==> src/rtl/bram_fifo_ctl.sv <==
`default_nettype none
// ============================================================================
// Module      : bram_fifo_ctl
// Description : Valid/ready FIFO controller driving one external 1-cycle-read
//               bram, with a 2-entry first-word-fall-through output stage.
// Revision    : 1.0 - initial release
// ============================================================================
module bram_fifo_ctl #(
    parameter int DATA_SZ = 16,
    parameter int ADDR_SZ = 8,
    parameter int DEPTH   = (1 << ADDR_SZ)
) (
    input  logic               i_clk,
    input  logic               i_rst,
    input  logic               i_valid,
    output logic               o_ready,
    input  logic [DATA_SZ-1:0] i_data,
    output logic               o_valid,
    input  logic               i_ready,
    output logic [DATA_SZ-1:0] o_data,
    output logic [ADDR_SZ+1:0] o_count,
    output logic               o_wr_en,
    output logic [ADDR_SZ-1:0] o_waddr,
    output logic [DATA_SZ-1:0] o_wdata,
    output logic               o_rd_en,
    output logic [ADDR_SZ-1:0] o_raddr,
    input  logic [DATA_SZ-1:0] i_rdata
);

    localparam logic [1:0]       c_EMPTY    = 2'd0;
    localparam logic [1:0]       c_ONE      = 2'd1;
    localparam logic [1:0]       c_TWO      = 2'd2;
    localparam logic [ADDR_SZ:0] c_FULL_CNT = (ADDR_SZ + 1)'(DEPTH);

    logic [ADDR_SZ:0]   r_wr_ptr;
    logic [ADDR_SZ:0]   r_rd_ptr;
    logic               r_rd_pend;
    logic [1:0]         r_state;
    logic [DATA_SZ-1:0] r_data;
    logic [DATA_SZ-1:0] r_skid;

    logic [ADDR_SZ:0]   w_bram_cnt;
    logic               w_bram_full;
    logic               w_push;
    logic               w_pop;
    logic               w_issue;
    logic [1:0]         w_occ;
    logic [2:0]         w_stage_load;

    assign w_bram_cnt  = r_wr_ptr - r_rd_ptr;
    assign w_bram_full = (w_bram_cnt == c_FULL_CNT);

    // Built from registered state and reset only, so it never waits on i_ready.
    assign o_ready = !w_bram_full && !i_rst;
    assign o_valid = (r_state != c_EMPTY);
    assign o_data  = r_data;

    assign w_push = i_valid && o_ready;
    assign w_pop  = o_valid && i_ready;

    // State encoding doubles as the output-stage occupancy.
    assign w_occ        = r_state;
    assign w_stage_load = {1'b0, w_occ} + {2'b00, r_rd_pend} - {2'b00, w_pop};
    assign w_issue      = (w_bram_cnt != '0) && (w_stage_load < 3'd2) && !i_rst;

    assign o_wr_en = w_push;
    assign o_waddr = r_wr_ptr[ADDR_SZ-1:0];
    assign o_wdata = i_data;
    assign o_rd_en = w_issue;
    assign o_raddr = r_rd_ptr[ADDR_SZ-1:0];

    assign o_count = {1'b0, w_bram_cnt}
                   + {{(ADDR_SZ + 1){1'b0}}, r_rd_pend}
                   + {{ADDR_SZ{1'b0}}, w_occ};

    always_ff @(posedge i_clk or posedge i_rst) begin
        if (i_rst) begin
            r_wr_ptr  <= '0;
            r_rd_ptr  <= '0;
            r_rd_pend <= 1'b0;
        end else begin
            if (w_push) begin
                r_wr_ptr <= r_wr_ptr + 1'b1;
            end
            if (w_issue) begin
                r_rd_ptr <= r_rd_ptr + 1'b1;
            end
            r_rd_pend <= w_issue;
        end
    end

    // Output stage: r_rd_pend marks bram data landing on i_rdata this cycle.
    always_ff @(posedge i_clk or posedge i_rst) begin
        if (i_rst) begin
            r_state <= c_EMPTY;
            r_data  <= '0;
            r_skid  <= '0;
        end else begin
            case (r_state)
                c_EMPTY: begin
                    if (r_rd_pend) begin
                        r_state <= c_ONE;
                        r_data  <= i_rdata;
                    end
                end
                c_ONE: begin
                    if (r_rd_pend && !w_pop) begin
                        r_state <= c_TWO;
                        r_skid  <= i_rdata;
                    end else if (r_rd_pend && w_pop) begin
                        r_data  <= i_rdata;
                    end else if (w_pop) begin
                        r_state <= c_EMPTY;
                    end
                end
                c_TWO: begin
                    if (w_pop) begin
                        r_state <= c_ONE;
                        r_data  <= r_skid;
                    end
                end
                default: r_state <= c_EMPTY;
            endcase
        end
    end

    a_no_land_in_two: assert property (@(posedge i_clk) disable iff (i_rst)
        !(r_state == c_TWO && r_rd_pend));
    a_bram_cnt_bound: assert property (@(posedge i_clk) disable iff (i_rst)
        (w_bram_cnt <= c_FULL_CNT));

endmodule
`default_nettype wire

==> config.mk <==
export PLATFORM = sky130hd
export DESIGN_NAME = bram_fifo_ctl
export DESIGN_NICKNAME = d
export VERILOG_FILES = /design/src/rtl/bram_fifo_ctl.sv
export SDC_FILE = /design/constraint.sdc
export NUM_CORES = 1
export LEC_CHECK = 0
export CORE_MARGIN = 1
export CORE_UTILIZATION = 30
export CTS_BUF_LIST = sky130_fd_sc_hd__clkbuf_4 sky130_fd_sc_hd__clkbuf_8
export CTS_CLUSTER_SIZE = 16
export DETAILED_ROUTE_END_ITERATION = 10
export SLEW_MARGIN = 20
export SYNTH_ARGS = -nofsm -noshare
export SYNTH_HDL_FRONTEND = slang
export SYNTH_SLANG_ARGS = --single-unit
export TNS_END_PERCENT = 10
==> constraint.sdc <==
create_clock -name i_clk -period 4.3 [get_ports i_clk]
set_input_delay 0.86 -clock i_clk [delete_from_list [all_inputs] [get_ports i_clk]]
set_output_delay 0.86 -clock i_clk [all_outputs]
set_load 0.01 [all_outputs]
==> results of run 1 <==
==> registers in the layout, indices dropped and copies added (netlist names) <==
signal     flops
o_data        16
r_rd_pend      1
r_rd_ptr       9
r_skid        16
r_state        2
r_wr_ptr       9
==> path summary, 6_finish.rpt <==
path,to,cells after the start,slack [ns],startpoint
setup reg to reg,r_rd_ptr[1],11,1.15,r_wr_ptr[0]
hold reg to reg,r_state[0],1,0.52,r_state[0]
hold / removal,r_state[0],1,0.52,r_state[0]
setup / recovery,o_wr_en,11,0.16,r_wr_ptr[0]
max in group asynchronous,o_data[1],3,2.64,i_rst
min in group asynchronous,r_wr_ptr[6],3,1.21,i_rst
==> report_power, final <==
part | total [mW] | switching, mW | internal [mW]
combinational | 2.39 | 1.15 | 1.24
clock | 0.313 | 0.190 | 0.122
sequential | 0.892 | 0.175 | 0.717
total | 3.59 | 1.51 | 2.08
==> stage by stage <==
step	area, um2	worst slack [ns]	setup TNS, ns
after floorplan	3300	0.739	0
after global placement	3900	0.203	0
after detailed placement	3900	0.184	0
after CTS	4010	0.00413	0
after global routing	4020	-0.0462	-0.110
final	4020	0.162	0
==> synthesized netlist by cell type, drive strengths merged (2+ instances only) <==
| library cell | instances |
|---|---|
| and3b | 2 |
| xor2 | 5 |
| nand2 | 11 |
| buf | 36 |
| a21oi | 25 |
| nor2 | 26 |
| clkbuf | 4 |
| fa | 4 |
| and4 | 3 |
| ha | 13 |
| mux2i | 17 |
| nand3 | 13 |
| nor4 | 2 |
| nor3 | 3 |
| and2 | 3 |
| dfrtp | 53 |
| a21o | 2 |
| xnor2 | 22 |
| o21ai | 4 |
| nor2b | 3 |
| and3 | 5 |
| a221oi | 2 |
| mux2 | 18 |
| nand4 | 7 |
| nand2b | 2 |
| inv | 24 |
==> cell families after synthesis <==
family          after synthesis
xor+xnor                     27
flops                        53
mux                          35
compound gates               44
simple gates                 85
buf+inv                      64
fa+ha+maj                    17
==> worst register-to-register path: stages, from the launching register on <==
cell and delay (ns):
dfrtp_1 0.43, inv_1 0.10, ha_1 0.15, inv_1 0.05, fa_2 0.40, a211o_2 0.36
a21o_1 0.17, a221oi_2 0.26, o211a_1 0.23, or3b_4 0.40, and3b_4 0.21, mux2_4 0.29
==> cell type report <==
class	instances	area, um2	area share [%]
timing repair buffer	73	708	17.6
clock inverter	3	28.8	0.716
sequential	53	1330	33.0
tap	136	170	4.24
inverter	24	90.1	2.24
multi-input combinational	208	1630	40.5
clock buffer	5	68.8	1.71
==> timing repair <==
action / in CTS / in global routing
gates resized for setup: 3 / 9
pin swaps: 0 / 2
endpoints found under the hold margin: 0 / 0
setup endpoints to repair: 3 / 6
==> per-layer routing <==
layer / GRT usage, % / vias to the layer above
li1: - / 1163
met1: 16.8 / 1154
met2: 22.1 / 80
met3: 4.01 / 7
met4: 3.03 / 0
met5: 0 / -
==> reports/metrics.cfg, run 1 <==
[outcome]
status=finished, final reports clean

[drt]
finalWirelength_mm=7.23
routed.top_layer=met4
first_pass_iters=4
vias=2404
dr.first_iter.drc_count=70
vias_per_cell=4.79
wl_met2_mm=3.37
wire_per_inst_um=14.4
ant_nets=0
wl_met1_mm=3.33
wl_met3_um=495
drc=0

[setup_path]
cpLargestDelayFamily=compound AO/OA/AOI/OAI gates
worst_path_largest_cell_delay_ns=0.53
crit_chain=inv_1 > ha_1 > inv_1 > fa_2 > a211oi_2 > o21ai_1 > a21oi_1 > and4b_1 > a21oi_1 > and2_4 > clkdlybuf4s50_1
setup.worst_path.class=reg -> out
worst_setup_path_end_kind=primary output
arrival_ns=3.28
cp_slowest_cell=clkdlybuf4s50_1
critPathLaunchType=register
crit_fanout=4
crit_buf_inv=3
required_ns=3.44

[yosys]
synthDistinctLibCells=50
async_reset_ff_share_pct=100
synth_ff_type=dfrtp_1
synth_seq_cells=53
synth_fa_ha_area_share_pct=7.36
synthTopCellsByArea=dfrtp_1 (40%), buf_4 (7.3%), xnor2_1 (5.8%), mux2_2 (5.8%), mux2i_1 (5.2%)
yosys.area_share.simple_pct=13.7
syn_nets=378
synth_edf_count=0
yosysWarnings=0
synth_top_family_by_area=simple AND/OR/NAND/NOR gates
synth.top_cell.area_share_pct=40.2
muxShareOfSynthArea_pct=11.4
syn_inst=325
syn_avg_cell_area_um2=10.1
synth_compound_area_share_pct=8.50
yosysTopAreaCell=dfrtp_1
synth_area_um2=3300
synthXorXnorAreaFrac_pct=7.40
ys_seq_area_share_pct=40.2

[clock_tree]
cts-buffers-inserted=5
path_clk_slew_ns=0.11
cts_tree=yes
clk_latency_ns=0.32
clock-root-buffer=clkbuf_8
clk_path_buf_depth=2
cts_hold_buf=0
cts_sinks=53
cts-htree-levels=2
cts_setup_buffers=0

[final_layout]
nFillCells=1064
diodes=0
instances_no_fill=502
layout_common_cells=clkdlybuf4s50_1 (63), dfrtp_1 (53), nor2_1 (26), a21oi_1 (25), inv_1 (23)
layout-drive-gt1-share_pct=14.2
fin_util_pct=38.2
area_growth_pct=21.8
final_common_cell=clkdlybuf4s50_1
layout.nets=418

[timing]
drv_slew=0
worstMarginPinSlew_ns=0.988
timing.hold.ws_ns=0.515
grt_setup_unrepaired=true
slew_headroom_pct=34.0
post-route-min-period_ns=4.14
fin_skew_ns=0.00789
hold_violations=0
fmax_mhz=242
min_period_over_period_pct=96.2
setup_violations=0

[power_and_ir_drop]
ir_drop_uv=492
totalPowerFinal_mw=3.59
leakage_nw=1.79
p_per_area_nw_per_um2=894

[die]
pin_count=98
die_h_um=107
dieArea_um2=11400
core_area_um2=10500
start_util_pct=31.4
die_w_um=107
rows=37

[global_routing]
overflow=0
grt_max_degree=54
grt_pass1_vias=2496
groute.usage.overall_pct=13.3
grt_first_pass_wirelength_mm=12.1
antenna_found_initial=0

[place]
place.gp.congestion=0.888
dp.cells=494
dp_hpwl_mm=5.46
io_buffers=65

[job]
max_cap_violations=0

[hold_path]
hold_path.class=reg -> reg

No activity file was read; power rests on OpenSTA's default activity.
==> run 2: changes to the inputs <==
CTS_BUF_LIST = unset   (was sky130_fd_sc_hd__clkbuf_4 sky130_fd_sc_hd__clkbuf_8)
RECOVER_POWER = 25   (was unset)
==> run 2 against run 1 <==
  * Flip-flop and latch count unchanged
  * Clock skew is essentially flat
  * Via count decreased by 0.12%
  * Critical path type unchanged
  * Total power is essentially flat
  * Clock power about the same
  * Critical endpoint unchanged
==> reports/metrics.cfg, run 2 (synthesized netlist as in run 1, its figures left out) <==
[clock_tree]
cts_sinks=53  ; unchanged
clock-root-buffer=clkbuf_8
cts-buffers-inserted=5  ; unchanged
clk_latency_ns=0.32  ; about the same
cts_hold_buf=0  ; unchanged
cts_tree=yes
path_clk_slew_ns=0.11  ; about the same
clk_path_buf_depth=2  ; unchanged
cts-htree-levels=2  ; unchanged

[power_and_ir_drop]
leakage_nw=1.78  ; -0.37%
p_per_area_nw_per_um2=895  ; +0.11%
ir_drop_uv=492  ; about the same

[outcome]
status=finished, final reports clean

[timing]
fin_setup_tns_ns=0  ; unchanged
fin_skew_ns=0.00789  ; -0.00000535 ns
slew_headroom_pct=12.1  ; -22 points
drv_slew=0  ; unchanged
grt_setup_unrepaired=true
worstMarginPinSlew_ns=1.32  ; +0.330 ns
post-route-min-period_ns=4.14  ; -0.000644 ns
setup_violations=0  ; unchanged
fmax_mhz=242  ; about the same
min_period_over_period_pct=96.2  ; about the same
hold_violations=0  ; unchanged

[hold_path]
worstHoldStart=r_state[0]
hold_depth=1  ; unchanged
hold_path.class=reg -> reg
min_to=r_state[0]

[final_layout]
multi_input_area_um2=1630  ; unchanged
nFillCells=1064  ; unchanged
diodes=0  ; unchanged
fin_util_pct=38.2  ; -0.060 points
layout.nets=418  ; unchanged
design_area_um2=4010  ; -0.16%
final_common_cell=clkdlybuf4s50_1
seqCellArea_um2=1330  ; unchanged
instances_no_fill=502  ; unchanged
area_growth_pct=21.6
layout-drive-gt1-share_pct=13.7  ; -0.55 points
layout_common_cells=clkdlybuf4s50_1 (62), dfrtp_1 (53), nor2_1 (26), a21oi_1 (25), inv_1 (23)

[place]
io_buffers=65  ; unchanged
dpl_cell_area_um2=3900  ; unchanged
dp_hpwl_mm=5.46  ; unchanged
place.gp.congestion=0.888  ; unchanged
dp.cells=494  ; unchanged

[setup_path]
r2r-end=r_rd_ptr[1]
rr_startpoint=r_wr_ptr[0]
critPathLaunchType=register
ff2ff_setup_slack_ns=1.15  ; about the same
crit_fanout=4  ; unchanged
worst_setup_path_end_kind=primary output
required_ns=3.44  ; about the same
setup.worst_path.class=reg -> out
arrival_ns=3.28  ; about the same
reg2reg_depth=11  ; unchanged

[job]
max_cap_violations=0  ; unchanged

[die]
die_h_um=107  ; unchanged
die_w_um=107  ; unchanged
pin_count=98  ; unchanged
rows=37  ; unchanged
start_util_pct=31.4  ; unchanged
dieArea_um2=11400  ; unchanged
core_area_um2=10500  ; unchanged

[drt]
ant_nets=0  ; unchanged
dr.first_iter.drc_count=71  ; +1.4%
vias_per_cell=4.78  ; -0.12%
drc=0  ; unchanged
finalWirelength_mm=7.22  ; -0.17%
first_pass_iters=4  ; unchanged
vias=2401  ; -0.12%
wire_per_inst_um=14.4  ; -0.17%

[global_routing]
overflow=0  ; unchanged
groute.usage.overall_pct=13.3  ; unchanged
grt_max_degree=54  ; unchanged
grt_first_pass_wirelength_mm=12.1  ; unchanged
antenna_found_initial=0  ; unchanged
grt_pass1_vias=2496  ; unchanged

[run 2: changes by cell type in the layout (fill, tap and decap cells not counted)]
cell,delta
clkdlybuf4s50_1,-1
clkbuf_1,+1
inv_2,-1
clkbuf_2,+1
clkinv_1,+1
buf_4,-2
dlygate4sd3_1,+1
[run 2: repair_timing]
item | CTS | global route
gates resized for setup | 3 | 9
endpoints found under the setup margin | 3 | 6
gates cloned | 0 | 0
setup buffers | 0 | 0
pin swaps | 0 | 2
[run 2: worst max path at each step]
stage | cells after the start | from | to
2_1_floorplan | 11 | r_wr_ptr[0] | o_rd_en
3_3_place_gp | 7 | i_ready | o_rd_en
3_5_place_dp | 7 | i_ready | o_rd_en
4_1_cts | 11 | r_wr_ptr[0] | o_wr_en
5_1_grt | 11 | r_wr_ptr[0] | o_count[9]
6_report | 11 | r_wr_ptr[0] | o_wr_en
[run 2: metrics by stage]
step	power (mW)	hold slack, ns	worst slack, ns
6_report	3.59	0.515	0.163
3_3_place_gp	3.26	0.484	0.203
4_1_cts	3.62	0.516	0.00413
3_5_place_dp	3.28	0.495	0.184
2_1_floorplan	2.37	0.465	0.739
5_1_grt	3.89	0.538	-0.0462
[run 2: cell type report]
class | count | share of cell area [%]
inverters | 24 | 2.25
clock inverters | 3 | 0.717
clock buffers | 5 | 1.72
well taps | 136 | 4.24
multi-input cells | 208 | 40.5
repair buffers | 73 | 17.5
flip-flops and latches | 53 | 33.1
[run 2: report_power, final]
group | switching [mW] | internal, mW | leakage [nW] | total (mW)
combinational | 1.15 | 1.24 | 1.09 | 2.39
clock | 0.190 | 0.122 | 0.0506 | 0.313
sequential | 0.175 | 0.717 | 0.640 | 0.892
[run 2: per-layer routing]
metal	up-vias	wire, um	global-route usage, %
met5	-	0	0
met1	1157	3330	16.8
li1	1161	-	-
met2	76	3370	22.1
met4	0	42	3.03
met3	7	488	4.01
[run 2: worst max-delay path: stages, from the launching register on]
cell	delay, ns
dfrtp_1	0.43
inv_1	0.10
ha_1	0.15
inv_1	0.05
fa_2	0.40
a211oi_2	0.29
o21ai_1	0.14
a21oi_1	0.20
and4b_1	0.23
a21oi_1	0.24
and2_4	0.21
clkdlybuf4s50_1	0.53
==> run 3: changes to the inputs <==
CAP_MARGIN = 10   (was unset)
==> results of run 3 <==
Same layout as run 2: the final DEF is identical, and so are final timing and power.
